$ cat src/rtl/mem_port_arbiter_pkg.sv
`default_nettype none
// ============================================================================
//  Module      : mem_port_arbiter_pkg
//  Description : Shared constants and types for the three-requester memory
//                port arbiter (data, fetch, io).
//  Revision    : 1.0  initial release
// ============================================================================
package mem_port_arbiter_pkg;

  // Requester indices, in fixed-priority order (lowest index wins)
  localparam int c_DATA    = 0;
  localparam int c_FETCH   = 1;
  localparam int c_IO      = 2;
  localparam int c_NUM_REQ = 3;

  // Bus widths
  localparam int c_ADDR_W  = 16;
  localparam int c_DATA_W  = 16;

  // io starvation guard: default wait limit and counter width
  localparam int c_IO_STARVE_LIMIT = 7;
  localparam int c_WAIT_W          = 3;

  typedef logic [c_NUM_REQ-1:0] reqVec_t;
  typedef logic [c_ADDR_W-1:0]  addr_t;
  typedef logic [c_DATA_W-1:0]  data_t;

  // Everything the memory needs from one requester
  typedef struct packed {
    logic  we;
    addr_t addr;
    data_t wdata;
  } reqInfo_t;

endpackage : mem_port_arbiter_pkg
`default_nettype wire

$ cat src/rtl/mem_port_arbiter_if.sv
`default_nettype none
// ============================================================================
//  Module      : mem_port_arbiter_if
//  Description : Requester and memory-side signal bundle of the arbiter.
//                master = requesters + memory model, slave = arbiter.
//  Revision    : 1.0  initial release
// ============================================================================
interface mem_port_arbiter_if;
  import mem_port_arbiter_pkg::*;

  // Requester side
  logic  reqdata,   wedata;
  addr_t addrdata;
  data_t wdatadata;
  logic  reqfetch,  wefetch;
  addr_t addrfetch;
  data_t wdatafetch;
  logic  reqio,     weio;
  addr_t addrio;
  data_t wdataio;

  logic  gntdata,    gntfetch,    gntio;
  logic  rvaliddata, rvalidfetch, rvalidio;
  data_t rdata;

  // Memory side
  logic  memEnabled;
  logic  memWriteEnabled;
  addr_t memAddr;
  data_t memDataOut;
  data_t memDataIn;

  modport master (
    output reqdata, wedata, addrdata, wdatadata,
    output reqfetch, wefetch, addrfetch, wdatafetch,
    output reqio, weio, addrio, wdataio,
    output memDataIn,
    input  gntdata, gntfetch, gntio,
    input  rvaliddata, rvalidfetch, rvalidio, rdata,
    input  memEnabled, memWriteEnabled, memAddr, memDataOut
  );

  modport slave (
    input  reqdata, wedata, addrdata, wdatadata,
    input  reqfetch, wefetch, addrfetch, wdatafetch,
    input  reqio, weio, addrio, wdataio,
    input  memDataIn,
    output gntdata, gntfetch, gntio,
    output rvaliddata, rvalidfetch, rvalidio, rdata,
    output memEnabled, memWriteEnabled, memAddr, memDataOut
  );

endinterface : mem_port_arbiter_if
`default_nettype wire

$ cat src/rtl/mem_arb_priority.sv
`default_nettype none
// ============================================================================
//  Module      : mem_arb_priority
//  Description : Combinational winner selection. Fixed priority
//                data > fetch > io, with io lifted above data while the
//                starvation promote flag is set. Output is one-hot or zero.
//  Revision    : 1.0  initial release
// ============================================================================
module mem_arb_priority
  import mem_port_arbiter_pkg::*;
(
  input  wire reqVec_t i_reqMasked,
  input  wire logic    i_promote,
  output reqVec_t      o_winner
);

  // Pick exactly one eligible requester, promoted io first
  always_comb begin
    o_winner = '0;
    if (i_promote && i_reqMasked[c_IO]) begin
      o_winner[c_IO] = 1'b1;
    end else if (i_reqMasked[c_DATA]) begin
      o_winner[c_DATA] = 1'b1;
    end else if (i_reqMasked[c_FETCH]) begin
      o_winner[c_FETCH] = 1'b1;
    end else if (i_reqMasked[c_IO]) begin
      o_winner[c_IO] = 1'b1;
    end
  end

endmodule : mem_arb_priority
`default_nettype wire

$ cat src/rtl/mem_port_arbiter.sv
`default_nettype none
// ============================================================================
//  Module      : mem_port_arbiter
//  Description : Three-requester arbiter for a single synchronous memory
//                port. Arbitration is combinational in cycle N, the access
//                is presented in N+1 and read data returns in N+2.
//  Revision    : 1.0  initial release
// ============================================================================
module mem_port_arbiter
  import mem_port_arbiter_pkg::*;
#(
  parameter int IO_STARVE_LIMIT = c_IO_STARVE_LIMIT  // must fit in c_WAIT_W bits
)(
  input  wire logic         clock,
  input  wire logic         reset,
  mem_port_arbiter_if.slave bus
);

  localparam logic [c_WAIT_W-1:0] c_WAIT_MAX = c_WAIT_W'(IO_STARVE_LIMIT);

  reqVec_t             w_req;
  reqVec_t             w_reqMasked;
  reqVec_t             w_winner;
  reqInfo_t            w_info [c_NUM_REQ];
  reqInfo_t            w_sel;
  logic                w_promote;
  logic                w_access;

  reqVec_t             r_gnt;
  reqVec_t             r_gntRead;
  reqVec_t             r_rvalid;
  logic [c_WAIT_W-1:0] r_ioWait;
  logic                r_memEnabled;
  logic                r_memWriteEnabled;
  addr_t               r_memAddr;
  data_t               r_memDataOut;

  // Gather requester fields into index-addressable form
  assign w_req[c_DATA]  = bus.reqdata;
  assign w_req[c_FETCH] = bus.reqfetch;
  assign w_req[c_IO]    = bus.reqio;

  assign w_info[c_DATA]  = '{we: bus.wedata,  addr: bus.addrdata,  wdata: bus.wdatadata};
  assign w_info[c_FETCH] = '{we: bus.wefetch, addr: bus.addrfetch, wdata: bus.wdatafetch};
  assign w_info[c_IO]    = '{we: bus.weio,    addr: bus.addrio,    wdata: bus.wdataio};

  // A requester being granted this cycle sits out the next arbitration,
  // so back-to-back grants always go to different requesters.
  assign w_reqMasked = w_req & ~r_gnt;
  assign w_promote   = bus.reqio && (r_ioWait == c_WAIT_MAX);

  mem_arb_priority u_priority (
    .i_reqMasked (w_reqMasked),
    .i_promote   (w_promote),
    .o_winner    (w_winner)
  );

  assign w_access = |w_winner;

  // Mux the winner's fields; all-zero when nobody wins
  always_comb begin
    w_sel = '0;
    for (int i = 0; i < c_NUM_REQ; i++) begin
      if (w_winner[i]) begin
        w_sel = w_info[i];
      end
    end
  end

  // Register the grant and memory command; track reads for the response cycle
  always_ff @(posedge clock or posedge reset) begin
    if (reset) begin
      r_gnt             <= '0;
      r_gntRead         <= '0;
      r_rvalid          <= '0;
      r_memEnabled      <= 1'b0;
      r_memWriteEnabled <= 1'b0;
      r_memAddr         <= '0;
      r_memDataOut      <= '0;
    end else begin
      r_gnt             <= w_winner;
      r_gntRead         <= w_winner & {c_NUM_REQ{~w_sel.we}};
      r_rvalid          <= r_gntRead;
      r_memEnabled      <= w_access;
      r_memWriteEnabled <= w_access & w_sel.we;
      r_memAddr         <= w_sel.addr;
      r_memDataOut      <= w_sel.we ? w_sel.wdata : '0;
    end
  end

  // io starvation counter: counts cycles io asks but loses, saturating
  always_ff @(posedge clock or posedge reset) begin
    if (reset) begin
      r_ioWait <= '0;
    end else if (!bus.reqio || w_winner[c_IO]) begin
      r_ioWait <= '0;
    end else if (r_ioWait != c_WAIT_MAX) begin
      r_ioWait <= r_ioWait + 1'b1;
    end
  end

  // Drive the bundle from the registered state
  assign bus.gntdata         = r_gnt[c_DATA];
  assign bus.gntfetch        = r_gnt[c_FETCH];
  assign bus.gntio           = r_gnt[c_IO];
  assign bus.rvaliddata      = r_rvalid[c_DATA];
  assign bus.rvalidfetch     = r_rvalid[c_FETCH];
  assign bus.rvalidio        = r_rvalid[c_IO];
  assign bus.rdata           = (|r_rvalid) ? bus.memDataIn : '0;
  assign bus.memEnabled      = r_memEnabled;
  assign bus.memWriteEnabled = r_memWriteEnabled;
  assign bus.memAddr         = r_memAddr;
  assign bus.memDataOut      = r_memDataOut;

endmodule : mem_port_arbiter
`default_nettype wire

$ cat src/flat_wrapper.sv
// flat-port wrapper written by rule: the top's interface ports become plain ports
module mem_port_arbiter_flat import mem_port_arbiter_pkg::*;
#(
  parameter int IO_STARVE_LIMIT = c_IO_STARVE_LIMIT                              
)
  (clock, reset, bus_reqdata, bus_wedata, bus_addrdata, bus_wdatadata, bus_reqfetch, bus_wefetch, bus_addrfetch, bus_wdatafetch, bus_reqio, bus_weio, bus_addrio, bus_wdataio, bus_memDataIn, bus_gntdata, bus_gntfetch, bus_gntio, bus_rvaliddata, bus_rvalidfetch, bus_rvalidio, bus_rdata, bus_memEnabled, bus_memWriteEnabled, bus_memAddr, bus_memDataOut);
  mem_port_arbiter_if bus_i ();
  input  wire logic clock;
  input  wire logic reset;
  input wire logic [$bits(bus_i.reqdata)-1:0] bus_reqdata;
  input wire logic [$bits(bus_i.wedata)-1:0] bus_wedata;
  input wire logic [$bits(bus_i.addrdata)-1:0] bus_addrdata;
  input wire logic [$bits(bus_i.wdatadata)-1:0] bus_wdatadata;
  input wire logic [$bits(bus_i.reqfetch)-1:0] bus_reqfetch;
  input wire logic [$bits(bus_i.wefetch)-1:0] bus_wefetch;
  input wire logic [$bits(bus_i.addrfetch)-1:0] bus_addrfetch;
  input wire logic [$bits(bus_i.wdatafetch)-1:0] bus_wdatafetch;
  input wire logic [$bits(bus_i.reqio)-1:0] bus_reqio;
  input wire logic [$bits(bus_i.weio)-1:0] bus_weio;
  input wire logic [$bits(bus_i.addrio)-1:0] bus_addrio;
  input wire logic [$bits(bus_i.wdataio)-1:0] bus_wdataio;
  input wire logic [$bits(bus_i.memDataIn)-1:0] bus_memDataIn;
  output wire logic [$bits(bus_i.gntdata)-1:0] bus_gntdata;
  output wire logic [$bits(bus_i.gntfetch)-1:0] bus_gntfetch;
  output wire logic [$bits(bus_i.gntio)-1:0] bus_gntio;
  output wire logic [$bits(bus_i.rvaliddata)-1:0] bus_rvaliddata;
  output wire logic [$bits(bus_i.rvalidfetch)-1:0] bus_rvalidfetch;
  output wire logic [$bits(bus_i.rvalidio)-1:0] bus_rvalidio;
  output wire logic [$bits(bus_i.rdata)-1:0] bus_rdata;
  output wire logic [$bits(bus_i.memEnabled)-1:0] bus_memEnabled;
  output wire logic [$bits(bus_i.memWriteEnabled)-1:0] bus_memWriteEnabled;
  output wire logic [$bits(bus_i.memAddr)-1:0] bus_memAddr;
  output wire logic [$bits(bus_i.memDataOut)-1:0] bus_memDataOut;
  assign bus_i.reqdata = bus_reqdata;
  assign bus_i.wedata = bus_wedata;
  assign bus_i.addrdata = bus_addrdata;
  assign bus_i.wdatadata = bus_wdatadata;
  assign bus_i.reqfetch = bus_reqfetch;
  assign bus_i.wefetch = bus_wefetch;
  assign bus_i.addrfetch = bus_addrfetch;
  assign bus_i.wdatafetch = bus_wdatafetch;
  assign bus_i.reqio = bus_reqio;
  assign bus_i.weio = bus_weio;
  assign bus_i.addrio = bus_addrio;
  assign bus_i.wdataio = bus_wdataio;
  assign bus_i.memDataIn = bus_memDataIn;
  assign bus_gntdata = bus_i.gntdata;
  assign bus_gntfetch = bus_i.gntfetch;
  assign bus_gntio = bus_i.gntio;
  assign bus_rvaliddata = bus_i.rvaliddata;
  assign bus_rvalidfetch = bus_i.rvalidfetch;
  assign bus_rvalidio = bus_i.rvalidio;
  assign bus_rdata = bus_i.rdata;
  assign bus_memEnabled = bus_i.memEnabled;
  assign bus_memWriteEnabled = bus_i.memWriteEnabled;
  assign bus_memAddr = bus_i.memAddr;
  assign bus_memDataOut = bus_i.memDataOut;
  mem_port_arbiter #(.IO_STARVE_LIMIT(IO_STARVE_LIMIT)) u_core (.clock(clock), .reset(reset), .bus(bus_i));
endmodule
$ cat config.mk
export PLATFORM = sky130hd
export DESIGN_NAME = mem_port_arbiter_flat
export DESIGN_NICKNAME = d
export VERILOG_FILES = /design/src/rtl/mem_port_arbiter_pkg.sv /design/src/rtl/mem_port_arbiter_if.sv /design/src/rtl/mem_arb_priority.sv /design/src/rtl/mem_port_arbiter.sv /design/src/flat_wrapper.sv
export SDC_FILE = /design/constraint.sdc
export NUM_CORES = 1
export LEC_CHECK = 0
export CORE_MARGIN = 2
export CORE_UTILIZATION = 31
export CTS_CLUSTER_SIZE = 14
export DETAILED_ROUTE_END_ITERATION = 12
export PLACE_DENSITY = 0.73
export RECOVER_POWER = 100
export SLEW_MARGIN = 0
export SYNTH_ARGS = -nofsm -noshare
export SYNTH_HDL_FRONTEND = slang
export SYNTH_SLANG_ARGS = --single-unit
$ cat constraint.sdc
create_clock -name clock -period 1.8 [get_ports clock]
set_clock_uncertainty 0.1 [all_clocks]
set_input_delay 0.27 -clock clock [delete_from_list [all_inputs] [get_ports clock]]
set_output_delay 0.27 -clock clock [all_outputs]
set_load 0.01 [all_outputs]
Yosys cells after proc, flatten, opt, wreduce, memory -nomap -nowiden
Index checks and enable logic that the tools add are counted.
{"block": "word_totals", "reg_bits": 46}
{"block": "op_classes", "addsub": 1, "n_eq_ne": 2, "mux": 14, "bitwise_logic": 5, "n_reduce_logical": 7}
{"cell": "$mux 33", "count": 3}
{"cell": "$mux 16", "count": 2}
{"cell": "$and 3x3->3", "count": 2}
{"cell": "$mux 3", "count": 2}
{"cell": "$reduce_or 3->1", "count": 2}
{"cell": "$mux 1", "count": 5}
{"cell": "$mux 2", "count": 2}
{"cell": "$add 3x1->3 const B", "count": 1}
{"cell": "$eq 3x3->1 const B", "count": 1}
{"cell": "$ne 3x3->1 const B", "count": 1}
{"cell": "$not 3->3", "count": 1}
{"cell": "$logic_and 1x1->1", "count": 2}
{"cell": "$reduce_bool 2->1", "count": 1}
{"cell": "$and 1x1->1", "count": 1}
{"cell": "$logic_not 1->1", "count": 1}
{"cell": "$logic_or 1x1->1", "count": 1}
{"cell": "$not 1->1", "count": 1}

Depth between registers and ports, before layout
Gate-level depths: netlist of the first run.
{"block": "logic_depth", "depth_word": 11, "ltp_mapped": 10, "ltp_nobuf": 6}

By module
Synthesis of the first run repeated with hierarchy kept, for this count alone.
{"block": "unflattened", "cells_unflattened": 206, "hier_area_um2": 2343.5}
{"mod": "mem_port_arbiter", "instances": 1, "cells_each": 201, "area_per_inst_um2": 2304.7}
{"mod": "mem_arb_priority", "instances": 1, "cells_each": 5, "area_per_inst_um2": 38.8}

Least setup slack after synthesis of the first run
OpenSTA, ideal clock, no wires.
{"block": "synth_timing", "path_kind": "reg2reg", "start": "register u_core.r_ioWait[0]", "end": "register u_core.r_memAddr[0] (netlist: u_core.bus.memAddr[0])", "arrival_ns": 1.782, "required_ns": 1.573, "setup_slack_ns": -0.209, "path_stages_with_launch": 9, "n_path_buf": 2, "synth_period_minus_slack_ns": 2.009, "path_cell_list": "dfrtp_1 > ha_1 > ha_1 > buf_4 > nor3b_1 > a2111oi_4 > buf_2 > a222oi_1 > inv_1"}
{"element": "from (decl)", "line": "mem_port_arbiter.sv:32", "rtl": "logic [c_WAIT_W-1:0] r_ioWait;"}
{"element": "from (signal assigned)", "line": "mem_port_arbiter.sv:98", "rtl": "r_ioWait <= r_ioWait + 1'b1;"}
{"element": "to (signal assigned)", "line": "mem_port_arbiter.sv:86", "rtl": "r_memAddr <= w_sel.addr;"}
{"element": "to (decl)", "line": "mem_port_arbiter.sv:35", "rtl": "addr_t r_memAddr;"}

Worst setup path after layout of the first run
{"block": "layout_timing", "start": "register u_core.r_ioWait[1]", "end": "register u_core.r_memDataOut[7] (netlist: u_core.bus.memDataOut[7])"}
{"block": "layout_via", "elab_chain_len": 8, "elab_cells_between_ends": 9, "classes_between": "eq/ne: 1; mux: 6; reduce/logical: 2"}
{"element": "$eq 3x3->1 (*)", "line": "mem_port_arbiter.sv:50", "rtl": "assign w_promote = bus.reqio && (r_ioWait == c_WAIT_MAX);"}
{"element": "$logic_and 1x1->1 (*)", "line": "mem_port_arbiter.sv:50"}
{"element": "$logic_and 1x1->1 (*)", "line": "mem_arb_priority.sv:20", "rtl": "if (i_promote && i_reqMasked[c_IO]) begin"}
{"element": "$mux 2", "line": "mem_arb_priority.sv:20"}
{"element": "$mux 33 (2 in series)", "line": "mem_port_arbiter.sv:64", "rtl": "if (w_winner[i]) begin"}
{"element": "$mux 33 (*)", "line": "mem_port_arbiter.sv:64"}
{"element": "$mux 16 (*)", "line": "mem_port_arbiter.sv:87", "rtl": "r_memDataOut <= w_sel.we ? w_sel.wdata : '0;"}
{"element": "to (signal assigned)", "line": "mem_port_arbiter.sv:87"}
{"element": "to (decl)", "line": "mem_port_arbiter.sv:36", "rtl": "data_t r_memDataOut;"}
Every way passes the cells marked *; elsewhere a longest branch is shown, timed or not.
A chain may end at the register's enable or synchronous reset.

==> summary.md, run 1 <==
| Metric | Value |
|---|---|
| Pre-CTS WS | -0.247 ns |
| Share of cells above drive strength 1 | 22.1% |
| Outcome | finished with violations |
| Wire per inst | 16.0 µm |
| Remaining antenna violation count after routing | 0 |
| Core Region | 7650 µm² |
| Largest net degree at the start of global routing | 47 |
| Crit start category | register |
| Clock Pin Slew Worst Setup and Hold Paths | 0.08 ns |
| Placed Instances | 508 |
| Post-Layout Inst Area | 4680 µm² |
| N_diodes | 0 |
| Commonest non-fill, non-tap cells in the layout | 119 x clkdlybuf4s50_1, 46 x dfrtp_1, 40 x dlygate4sd3_1 |
| Filler instances | 630 |
| CTS buffer count | 5 |
| Max IR drop VDD | 0.298 mV |
| Sequential fraction of the synthesis area | 47.6% |
| Unrepaired setup endpoints after global routing | true |
| Setup ws final | -0.0891 ns |
| Router iterations before antenna repair | 5 |
| DR top layer | met4 |
| Initial antenna violation count | 0 |
| Initial core utilization | 31.6% |
| Final HPWL from detailed placement | 6440 µm |
| Period utilisation layout | 105% |
| Max_cap viols | 0 |
| Min Clock Period, post-route | about 1.9 ns |
| Leakage | 2.24 nW |
| Drt total wl | 8430 µm |
| Layout Cells excl Fill | 527 |
| Yosys warns | 0 |
| GRT overflow | 0 |
| First-pass GRT wire length | 13100 µm |
| Met2 wire len | 4650 µm |
| Max stage delay on crit path | around 0.43 ns |
| Delay-heaviest family, CP | compound AO/OA/AOI/OAI gates |
| Final setup fails | 37 |
| Most common cell after layout, fill and taps aside | clkdlybuf4s50_1 |
| Critical path cell sequence | ha_2 -> ha_4 -> nand3b_4 -> a2111oi_4 -> buf_6 -> o221a_1 |
| Pwr Density | 586 nW/µm² |
| Via count | 2684 |
| Met3 wire len | 503 µm |
| Post-synth cell types | 33 |
| Worst-path maximum fanout | 14 |
| CTS Buffer Depth | 2 |
| Max-slew violations | 0 |
| H-tree levels | 2 |
| Chip Height | about 90 µm |
| WL met1 | 3160 µm |
| Worst-Skew Late Latency | 0.29 ns |
| Min-Delay Path Class | register to register |
| Vias per std cell | slightly above 5 |
| P&R area growth vs syn | 93.6% |
| Post-synthesis cell area | between 2000 and 2500 µm² |
| # DRC | 0 |
| Worst setup path class | register to register |
| # clock sinks | 46 |
| Root buf cell | clkbuf_8 |
| Site Rows | 32 |
| Buffers and inverters on the worst path | 1 |
| Die X | 92.3 µm |
| Syn nets | 349 |
| Post-Synthesis Cells | about 230 |
| Final GP Congestion | 0.738 |
| Die area | 8520 µm² |
| IO Port Bufs | 175 |
| Worst slew margin | 24.4% |
| TritonCTS clock tree | yes |
| Final Hold Fails | 0 |
| CP Data Required Time | around 1.9 ns |
| GRT Resource Usage Total | 19.4% |
| Setup crit end kind | register |
| Max Fclk | 529 MHz |
| Worst slew pin tran | approximately 1.1 ns |
| Iter 0 DRT Violations | 116 |
| CP max stage cell | a2111oi_4 |
| Number of global-route vias before repair | 2797 |
| Failing checks | negative setup slack |
| Setup TNS | -1.85 ns |
| Worst path arrival time | 2.02 ns |
| Nets | 546 |
| Post-DP Area | 4560 µm² |
| Avg Inst Size Synth | 10.7 µm² |
| Seq cells post-synth | 46 |
| IO Count | 176 |
==> Yosys cell counts, drive strengths merged <==
cell	n	area share (%)
nor2	4	0.62
nand3	17	4.0
mux2i	2	0.83
nand2b	2	0.52
dfrtp	46	48
a22oi	16	5.0
nor2b	19	5.0
and2	1	0.26
nand2	17	2.6
nor3	1	0.21
o21ai	1	0.21
o221a	16	7.4
a211oi	1	0.31
a21o	1	0.31
a2111oi	1	1.1
nor3b	1	0.31
ha	2	1.0
nand3b	2	1.1
clkbuf	1	0.16
nand4	17	5.0
and3	2	0.52
xor2	1	0.36
a222oi	16	6.6
buf	21	5.8
inv	19	2.9
==> worst reg2reg max path, cell delays in order, from the launching register on <==
cell	delay, ns
dfrtp_1	0.37
ha_2	0.20
ha_4	0.16
nand3b_4	0.12
a2111oi_4	0.43
buf_6	0.25
o221a_1	0.20
==> path summary, 6_finish.rpt <==
check / start / end / slack, ns / cells past startpoint
setup / recovery: u_core.r_ioWait[1]$_DFFE_PP0P_ / u_core.bus.memDataOut[7]$_DFF_PP0_ / -0.09 / 6
hold / removal: u_core.r_gntRead[0]$_DFF_PP0_ / u_core.r_rvalid[0]$_DFF_PP0_ / 0.25 / 0
setup reg to reg: u_core.r_ioWait[1]$_DFFE_PP0P_ / u_core.bus.memDataOut[7]$_DFF_PP0_ / -0.09 / 6
hold reg to reg: u_core.r_gntRead[0]$_DFF_PP0_ / u_core.r_rvalid[0]$_DFF_PP0_ / 0.25 / 0
max in group asynchronous: reset / u_core.bus.memDataOut[0]$_DFF_PP0_ / 0.23 / 3
min in group asynchronous: reset / u_core.bus.memDataOut[15]$_DFF_PP0_ / 0.70 / 3
==> logic make-up (layout without fill, tap and decap cells) <==
| group | Yosys count | in the layout | synth area share (%) |
|---|---|---|---|
| buf+inv | 41 | 239 | 8.90 |
| flops | 46 | 46 | 47.6 |
| compound gates | 52 | 52 | 21.0 |
| mux | 2 | 2 | 0.828 |
| xor+xnor | 1 | 1 | 0.362 |
| fa+ha+maj | 2 | 2 | 1.03 |
| simple gates | 83 | 83 | 20.3 |
==> power by group <==
part           internal, mW  switching (mW)  total [mW]
Sequential             1.12          0.0271        1.15
Combinational         0.577           0.401       0.977
Clock                 0.274           0.344       0.619
Total                  1.97           0.772        2.74
==> state kept, by name, summed over array words and instances (netlist names) <==
name                        cells
u_core.r_gnt                    3
u_core.bus.memDataOut          16
u_core.bus.memWriteEnabled      1
u_core.bus.memEnabled           1
u_core.r_ioWait                 3
u_core.bus.memAddr             16
u_core.r_gntRead                3
u_core.r_rvalid                 3
==> timing repair <==
item / in CTS / in global routing
gates resized for setup: 58 / 9
pin swaps: 3 / 9
gates cloned: 1 / 0
endpoints found under the setup margin: 51 / 47
hold buffers: 0 / 0
buffers inserted: 8 / 2
==> metal layers <==
layer | GRT usage [%] | vias to the layer above
met3 | 3.82 | 10
li1 | - | 1248
met4 | 5.10 | 0
met2 | 37.6 | 119
met5 | 0 | -
met1 | 21.3 | 1307
==> layout make-up <==
| cell class | count | area (µm²) | share of cell area [%] |
|---|---|---|---|
| timing repair buffer | 212 | 2030 | 43.4 |
| clock inverter | 2 | 13.8 | 0.294 |
| multi-input combinational | 140 | 1210 | 25.9 |
| clock buffer | 6 | 72.6 | 1.55 |
| sequential | 46 | 1150 | 24.6 |
| tap | 102 | 128 | 2.73 |
| inverter | 19 | 71.3 | 1.52 |
==> through the flow <==
step           total power [mW]  utilization (%)  hold slack (ns)
3_3_place_gp               2.15             59.6            0.232
3_5_place_dp               2.17             59.6            0.236
4_1_cts                    2.82             61.6            0.247
5_1_grt                    2.88             61.2            0.265
6_report                   2.74             61.2            0.254
2_1_floorplan              1.56                -            0.231
Note: power is estimated with default switching activity, not from simulation.
==> inputs of run 2 (changes only) <==
--- a/config.mk
+++ b/config.mk
@@ -6,10 +6,10 @@
 export NUM_CORES = 1
 export LEC_CHECK = 0
 export CORE_MARGIN = 2
-export CORE_UTILIZATION = 31
+export CORE_UTILIZATION = 37
 export CTS_CLUSTER_SIZE = 14
 export DETAILED_ROUTE_END_ITERATION = 12
-export PLACE_DENSITY = 0.73
+export PLACE_DENSITY = 0.82
 export RECOVER_POWER = 100
 export SLEW_MARGIN = 0
 export SYNTH_ARGS = -nofsm -noshare
==> constraint.sdc (replaced) <==
create_clock -name clock -period 2.23 [get_ports clock]
set_clock_uncertainty 0.1 [all_clocks]
set_input_delay 0.3345 -clock clock [delete_from_list [all_inputs] [get_ports clock]]
set_output_delay 0.3345 -clock clock [all_outputs]
set_load 0.01 [all_outputs]
==> summary.md, run 2 (synthesis gave the netlist of run 1 again) <==
| Metric | Value |
|---|---|
| Worst hold slack | 0.251 ns (was 0.254 ns) |
| Worst r2r src | u_core.r_ioWait[0]$_DFFE_PP0P_ (was u_core.r_ioWait[1]$_DFFE_PP0P_) |
| Via count | 2629 (was 2684) |
| Crit start category | register (unchanged) |
| Worst slew pin tran | 0.716 ns (was 1.13 ns) |
| Min-Delay Path Class | register to register (unchanged) |
| Worst reg-to-reg path cell count | 7 (was 6) |
| Chip Height | 84.9 µm (was 92.3 µm) |
| Router iterations before antenna repair | 6 (was 5) |
| Post-CTS sizing | 0 (was 58) |
| CTS buffer count | 5 (unchanged) |
| TritonCTS clock tree | yes (unchanged) |
| Unrepaired setup endpoints after global routing | false (was true) |
| Worst R2R Setup Slack | 0.1 ns (was -0.09 ns) |
| Leakage | 2.06 nW (was 2.24 nW) |
| Worst path arrival time | 2.26 ns (was 2.02 ns) |
| Worst-path maximum fanout | 23 (was 14) |
| Drt total wl | 8350 µm (was 8430 µm) |
| Worst slew margin | 52.3% (was 24.4%) |
| Setup Fix Bufs, Post-CTS | 0 (was 8) |
| Die X | 84.9 µm (was 92.3 µm) |
| Setup crit end kind | register (unchanged) |
| Largest net degree at the start of global routing | 31 (was 47) |
| Post-Layout Inst Area | 4390 µm² (was 4680 µm²) |
| Clock Pin Slew Worst Setup and Hold Paths | 0.08 ns (about the same) |
| GRT overflow | 0 (unchanged) |
| P&R area growth vs syn | 81.5% (was 93.6%) |
| Setup ws final | 0.0995 ns (was -0.0891 ns) |
| Period utilisation layout | 95.5% (was 105%) |
| Max_cap viols | 0 (unchanged) |
| Max IR drop VDD | 0.357 mV (was 0.298 mV) |
| Worst setup path class | register to register (unchanged) |
| Die area | 7200 µm² (was 8520 µm²) |
| Worst-Skew Late Latency | 0.29 ns (about the same) |
| Site Rows | 29 (was 32) |
| IO Port Bufs | 175 (unchanged) |
| Pwr Density | 518 nW/µm² (was 586 nW/µm²) |
| CP Data Required Time | 2.36 ns (was 1.93 ns) |
| Worst hold endpoint | u_core.r_rvalid[0]$_DFF_PP0_ (unchanged) |
| Initial antenna violation count | 0 (unchanged) |
| CTS Buffer Depth | 2 (unchanged) |
| # clock sinks | 46 (unchanged) |
| Final Hold Fails | 0 (unchanged) |
| Vias per std cell | 5.47 (was 5.09) |
| Fin util | 69.1% (was 61.2%) |
| Post-DP Area | 4290 µm² (was 4560 µm²) |
| IO Count | 176 (unchanged) |
| Final setup fails | 0 (was 37) |
| Final HPWL from detailed placement | 6570 µm (was 6440 µm) |
| Hold path start | u_core.r_gntRead[0]$_DFF_PP0_ (unchanged) |
| GRT Resource Usage Total | 22.8% (was 19.4%) |
| # DRC | 0 (unchanged) |
| Iter 0 DRT Violations | 220 (was 116) |
| RR Endpoint | u_core.bus.memDataOut[13]$_DFF_PP0_ (was u_core.bus.memDataOut[7]$_DFF_PP0_) |
| Max Fclk | 469 MHz (was 529 MHz) |
| Hold path depth | 0 (unchanged) |
| Max-slew violations | 0 (unchanged) |
| Wire per inst | 17.4 µm (was 16.0 µm) |
| Power, Total | 2.27 mW (was 2.74 mW) |
| N_diodes | 0 (unchanged) |
| H-tree levels | 2 (unchanged) |
| CTS Hold Bufs | 0 (unchanged) |
| First-pass GRT wire length | 13100 µm (about the same) |
| Share of cells above drive strength 1 | 10.9% (was 22.1%) |
| Remaining antenna violation count after routing | 0 (unchanged) |
| Core Region | 6350 µm² (was 7650 µm²) |
| Most common cell after layout, fill and taps aside | clkdlybuf4s50_1 (unchanged) |
| Final GP Congestion | 0.810 (was 0.738) |
| Pre-CTS WS | -0.0491 ns (was -0.247 ns) |
| Root buf cell | clkbuf_8 (unchanged) |
| Commonest non-fill, non-tap cells in the layout | 134 x clkdlybuf4s50_1, 46 x dfrtp_1, 41 x dlygate4sd3_1 (was 119 x clkdlybuf4s50_1, 46 x dfrtp_1, 40 x dlygate4sd3_1) |
| Initial core utilization | 38.1% (was 31.6%) |
| Min Clock Period, post-route | 2.13 ns (was 1.89 ns) |
| Outcome | finished, final reports clean (was finished with violations) |
| Nets | 526 (was 546) |
| Number of global-route vias before repair | 2711 (was 2797) |
## run 2: worst max-delay path, cell delays in order (launching register included)
cell	delay [ns]
dfrtp_1	0.40
ha_1	0.21
ha_1	0.26
nand3b_4	0.17
buf_4	0.29
nand3_1	0.16
a22oi_1	0.23
o221a_2	0.23
## run 2: layer usage
metal	part of all wire, %	wire [µm]	up-vias	GRT usage [%]
met1	36	3020	1256	25.8
li1	-	-	1212	-
met2	54	4530	142	43.2
met3	7.4	622	19	4.67
met5	0	0	-	0
met4	2.2	182	0	6.49
## run 2: power breakdown
part	total [mW]	internal [mW]	switching, mW
registers	0.927	0.903	0.0243
clock network	0.620	0.359	0.261
logic	0.725	0.431	0.294
total	2.27	1.69	0.580
## run 2: final cells by class
| type | count | area (µm²) |
|---|---|---|
| clock buffer | 6 | 82.6 |
| inverter | 19 | 71.3 |
| sequential | 46 | 1150 |
| multi-input combinational | 140 | 1060 |
| clock inverter | 1 | 30.0 |
| tap | 77 | 96.3 |
| fill | 475 | 1960 |
| timing repair buffer | 192 | 1900 |
## run 2: worst max-delay path by stage
| stage | slack (ns) | depth (start not counted) | endpoint | start |
|---|---|---|---|---|
| CTS | 0.05 | 7 | u_core.bus.memAddr[7]$_DFF_PP0_ | u_core.r_ioWait[0]$_DFFE_PP0P_ |
| detailed placement | -0.05 | 7 | u_core.bus.memDataOut[15]$_DFF_PP0_ | bus_reqdata |
| floorplan | 0.22 | 8 | u_core.bus.memAddr[0]$_DFF_PP0_ | u_core.r_ioWait[0]$_DFFE_PP0P_ |
| global route | 0.02 | 7 | u_core.r_ioWait[0]$_DFFE_PP0P_ | u_core.r_ioWait[0]$_DFFE_PP0P_ |
| finish | 0.1 | 7 | u_core.bus.memDataOut[13]$_DFF_PP0_ | u_core.r_ioWait[0]$_DFFE_PP0P_ |
| global placement | 0.02 | 7 | u_core.bus.memDataOut[4]$_DFF_PP0_ | bus_reqdata |
## run 2: stage by stage
stage	instances	setup TNS (ns)
3_5_place_dp	474	-0.504
3_3_place_gp	474	0
6_report	481	0
4_1_cts	481	0
2_1_floorplan	227	0
5_1_grt	481	0
